===== config.mk =====
export PLATFORM = sky130hd
export DESIGN_NAME = exception_cp0
export DESIGN_NICKNAME = d
export VERILOG_FILES = /design/src/rtl/exception_cp0.sv
export SDC_FILE = /design/constraint.sdc
export NUM_CORES = 1
export LEC_CHECK = 0
export CAP_MARGIN = 30
export CORE_MARGIN = 5
export CORE_UTILIZATION = 40
export CTS_BUF_LIST = sky130_fd_sc_hd__clkbuf_4 sky130_fd_sc_hd__clkbuf_8
export CTS_CLUSTER_DIAMETER = 200
export DETAILED_ROUTE_END_ITERATION = 7
export PLACE_DENSITY = 0.79
export SETUP_SLACK_MARGIN = 0.3
export SYNTH_ARGS = -nofsm -noshare
export SYNTH_HDL_FRONTEND = slang
export SYNTH_SLANG_ARGS = --single-unit

===== constraint.sdc =====
create_clock -name clk -period 3.5 [get_ports clk]
set_input_delay 0.875 -clock clk [delete_from_list [all_inputs] [get_ports clk]]
set_output_delay 0.875 -clock clk [all_outputs]
set_load 0.05 [all_outputs]

===== src/rtl/exception_cp0.sv =====
// CP0 exception controller: Status/Cause/EPC registers plus a flush/redirect
// sequencer that squashes the pipeline and steers the PC on exception or ERET.
module exception_cp0 #(
  parameter int unsigned FLUSH_CYCLES = 3
) (
  input  logic        clk,
  input  logic        reset,
  input  logic        exception,
  input  logic [4:0]  exc_code,
  input  logic [31:0] exc_pc,
  input  logic [31:0] handler_address,
  input  logic        eret,
  input  logic        mtc0_we,
  input  logic [4:0]  mtc0_addr,
  input  logic [31:0] mtc0_wdata,
  input  logic [4:0]  mfc0_addr,
  output logic [31:0] mfc0_rdata,
  output logic        flush,
  output logic        pc_redirect,
  output logic [31:0] redirect_pc,
  output logic        busy,
  output logic        exl
);

  localparam logic [4:0] REG_STATUS = 5'd12;
  localparam logic [4:0] REG_CAUSE  = 5'd13;
  localparam logic [4:0] REG_EPC    = 5'd14;
  localparam logic [2:0] CNT_LAST   = 3'(FLUSH_CYCLES - 1);

  typedef enum logic [1:0] {
    S_IDLE,
    S_FLUSH,
    S_REDIRECT
  } state_t;

  state_t      state;
  logic [2:0]  cnt;
  logic        status_ie;
  logic        status_exl;
  logic [4:0]  cause_code;
  logic [31:0] epc;
  logic [31:0] target;
  logic        take_exc;
  logic        take_eret;

  // Requests are only honoured from IDLE; exception beats a coincident ERET.
  assign take_exc  = (state == S_IDLE) && exception;
  assign take_eret = (state == S_IDLE) && eret && !exception;

  // CP0 architectural registers.
  always_ff @(posedge clk or negedge reset) begin
    if (!reset) begin
      status_ie  <= 1'b0;
      status_exl <= 1'b0;
      cause_code <= '0;
      epc        <= '0;
    end else begin
      if (mtc0_we && mtc0_addr == REG_STATUS) begin
        status_ie  <= mtc0_wdata[0];
        status_exl <= mtc0_wdata[1];
      end
      if (mtc0_we && mtc0_addr == REG_EPC) begin
        epc <= mtc0_wdata;
      end
      // NOTE: with non-blocking assignments the last write in the block wins,
      // so the exception/ERET updates below override a same-edge mtc0 write.
      if (take_exc) begin
        status_exl <= 1'b1;
        cause_code <= exc_code;
        if (!status_exl) begin
          epc <= exc_pc;
        end
      end else if (take_eret) begin
        status_exl <= 1'b0;
      end
    end
  end

  // Flush/redirect sequencer with registered outputs; target doubles as
  // redirect_pc and is cleared on the way back to IDLE.
  always_ff @(posedge clk or negedge reset) begin
    if (!reset) begin
      state       <= S_IDLE;
      cnt         <= '0;
      target      <= '0;
      flush       <= 1'b0;
      pc_redirect <= 1'b0;
      busy        <= 1'b0;
    end else begin
      case (state)
        S_IDLE: begin
          if (take_exc || take_eret) begin
            state  <= S_FLUSH;
            cnt    <= '0;
            target <= take_exc ? handler_address : epc;
            flush  <= 1'b1;
            busy   <= 1'b1;
          end
        end
        S_FLUSH: begin
          if (cnt == CNT_LAST) begin
            state       <= S_REDIRECT;
            pc_redirect <= 1'b1;
          end else begin
            cnt <= cnt + 3'd1;
          end
        end
        S_REDIRECT: begin
          state       <= S_IDLE;
          cnt         <= '0;
          target      <= '0;
          flush       <= 1'b0;
          pc_redirect <= 1'b0;
          busy        <= 1'b0;
        end
        default: state <= S_IDLE;
      endcase
    end
  end

  assign redirect_pc = target;
  assign exl         = status_exl;

  // Register read port: current contents, no bypass of a same-cycle write.
  always_comb begin
    // NOTE: the default assignment up front keeps this block free of latches.
    mfc0_rdata = '0;
    case (mfc0_addr)
      REG_STATUS: mfc0_rdata = {30'b0, status_exl, status_ie};
      REG_CAUSE:  mfc0_rdata = {25'b0, cause_code, 2'b00};
      REG_EPC:    mfc0_rdata = epc;
      default:    mfc0_rdata = '0;
    endcase
  end

endmodule

==> results.yml <==
timing:
  finalCriticalPeriod_ns: 3.13
  setup_slack_ns: 0.369
  tns_ns: 0
  fin_skew_ns: 0.00858
  hold_ws_ns: 0.424
  max_slew.worst_pin.slew_ns: 0.679
  drv_slew: 0
  rsz0062_at_grt: "false"
  maxSlewHeadroom: 0.547
  min_period_over_period: 0.895
  setup_viol: 0
  max_freq_ghz: 0.319
  finalHoldViolations: 0
setup_path:
  crit_path_end_kind: "primary output"
  critPathRequiredTime_ns: 2.62
  slowest_delay_ns: 0.32
  critical_path_class: "input port to primary output"
  arrival_ns: 2.26
  start_kind: "input port"
  crit_chain: "dlygate4sd2_1, nor4b_4, buf_4, bufbuf_16, a22o_1, buf_12"
  crit_path_max_fanout: 7
  crit_slowest_cell: "nor4b_4"
synthesis:
  synth-compound-area-share: 0.297
  synth_top_family_by_area: "compound AO/OA/AOI/OAI gates"
  syn_area_um2: 3870
  yosysWarnings: 0
  synth-adder-area-share: 0.00646
  synth-main-ff-cell: "dfrtp_1"
  async_flop_share: 1.00
  yosysSeqAreaShare: 0.504
  netlist_instances: 391
  synth.net_count: 509
  synth_edf_count: 0
  synthXorXnorAreaFrac: 0
  ys_ff_latch: 78
  synth_common_cells: "dfrtp_1, o21ai_0, nand2_1, a2bb2oi_1"
  yosysTopAreaCellShare: 0.504
  ys_types: 34
  avgSynthCellArea_um2: 9.90
  synth.mux.area_fraction: 0.0252
  yosysMostFrequentCell: "dfrtp_1"
  ys_top_cells_by_area: "dfrtp_1, o21ai_0, a2bb2oi_1"
  yosys.area.top_type: "dfrtp_1"
  synth_simple_gate_area_frac: 0.124
pwr:
  p_switching_mw: 2.10
  cellPowerDensity_nw_per_um2: 724
  p_clk_frac: 0.150
  swShare: 0.444
  cellLeakagePower_nw: 2.69
  internal_power_mw: 2.63
  ir_worst_vdd_mv: 0.342
  power_frac_comb: 0.487
  seqPwrFrac: 0.364
route:
  viasPerCell: 5.61
  num_vias: 3958
  wirelength_mm: 14.5
  routedWlPerCell_um: 20.6
  firstDrtPassIters: 4
  final_antenna_net_count: 0
  drt_iter0_markers: 203
  drc_errors: 0
clocking:
  cts_buffers: 9
  clk_pin_slew_ns: 0.08
  cts-root-buf: "clkbuf_8"
  cts.htree.levels: 3
  cts_tree: "done"
  cts_hold_buf: 0
  clock_path_buffers: 2
  cts_sinks: 78
  worstSkewPairLatency_ns: 0.35
finish:
  num-fill-cells: 736
  area_delta_synth_final_pct: 68.6
  fin_nets: 685
  regArea_um2: 1950
  diodes: 0
  utilization: 0.680
  multiInputGateArea_um2: 1790
  drive_gt1_frac: 0.143
  instances_no_fill: 705
placed_design:
  hpwlAfterDp_mm: 10.4
  port_buffers: 183
  gp_routability_congestion: 0.886
  place_ws_ns: 0.212
  placedCellCount: 684
status:
  status: "completed"
global_route:
  grt_pass1_wl_mm: 22.1
  track_usage: 0.250
  grt_pass1_vias: 4047
  antenna_found_initial: 0
  grt_max_degree: 54
  gr-total-overflow: 0
die:
  dieHeight_um: 108
  core.rowCount: 36
  io-pin-count: 184
  coreArea_um2: 9590
  die_w_um: 108
  start_util: 0.403
  die-area_um2: 11700
flow_run:
  max-cap-violations: 0
min_path:
  hold_path_class: "input port to async pin"
-- worst max-delay path, delay by kind of cell --
| family | cells | cell delay, ns |
|---|---|---|
| AOI/OAI and AO/OA | 1 | 0.18 |
| buffers and inverters | 4 | 0.87 |
| and+or+nand+nor | 1 | 0.32 |
-- power by group through the flow --
stage	Combinational (mW)	Sequential [mW]	Clock, mW
after floorplan	0.865	2.22	0
after global placement	2.24	1.72	0
after detailed placement	2.30	1.74	0
after CTS	2.31	1.72	0.725
after global routing	2.46	1.78	0.762
final	2.30	1.72	0.708
-- sequential cells by signal (all words and copies together), names as in the netlist --
register / flops
status_ie: 1
exl: 1
cnt: 3
redirect_pc: 32
busy: 1
state: 2
cause_code: 5
epc: 32
pc_redirect: 1
-- cells in the final DEF, fill, tap and decap left out, types with 5 or more instances in the layout --
master / count
o21ai_0: 61
dfrtp_1: 78
and2_1: 25
dlygate4sd2_1: 5
buf_12: 35
o21ai_1: 6
clkbuf_8: 11
nor2_1: 9
a22o_1: 5
buf_4: 15
clkdlybuf4s50_1: 145
a2bb2oi_1: 33
a22oi_1: 32
mux2_2: 6
nand2_1: 35
a31oi_1: 32
-- metrics by stage --
stage	instance area (um^2)	total power, mW
2_1_floorplan	3870	3.09
3_3_place_gp	6190	3.97
3_5_place_dp	6210	4.04
4_1_cts	6530	4.76
5_1_grt	6530	5.00
6_report	6530	4.73
-- timing repair --
item                                   4_1_cts  5_1_grt
endpoints found under the hold margin        0        0
setup endpoints to repair                   30        0
setup buffers                                3        0
resized for setup                            7        0
-- path summary, 6_finish.rpt --
check                      depth (start not counted)  slack (ns)             from         endpoint
setup / recovery                                   6        0.37     mfc0_addr[4]    mfc0_rdata[4]
min in group clk                                   2        0.48  redirect_pc[31]  redirect_pc[31]
setup reg to reg                                   4        1.49         state[0]          epc[20]
hold / removal                                     1        0.42            reset  redirect_pc[10]
hold reg to reg                                    2        0.48  redirect_pc[31]  redirect_pc[31]
max in group asynchronous                          2        2.49            reset          epc[27]
-- routing by layer --
| layer | wire length [um] | GRT usage | up-vias |
|---|---|---|---|
| li1 | - | - | 1816 |
| met1 | 5780 | 0.312 | 1918 |
| met2 | 7120 | 0.415 | 181 |
| met3 | 979 | 0.0490 | 43 |
| met4 | 624 | 0.122 | 0 |
| met5 | 0 | 0 | - |
-- kinds of logic (layout without fill, tap and decap cells) --
kind of cell | after synthesis | count (layout)
adders and majority gates | 2 | 2
DFF | 78 | 78
and+or+nand+nor | 87 | 87
muxes | 9 | 9
AOI/OAI and AO/OA | 175 | 175
buffers and inverters | 40 | 221
-- final cells by class --
cell class	count	share of cell area
Multi-Input combinational cell	273	0.275
Inverter	2	0.00115
Tap cell	133	0.0255
Timing Repair Buffer	203	0.368
Sequential cell	78	0.299
Clock inverter	3	0.00652
Clock buffer	13	0.0255
Power figures use the tool's default switching activity.
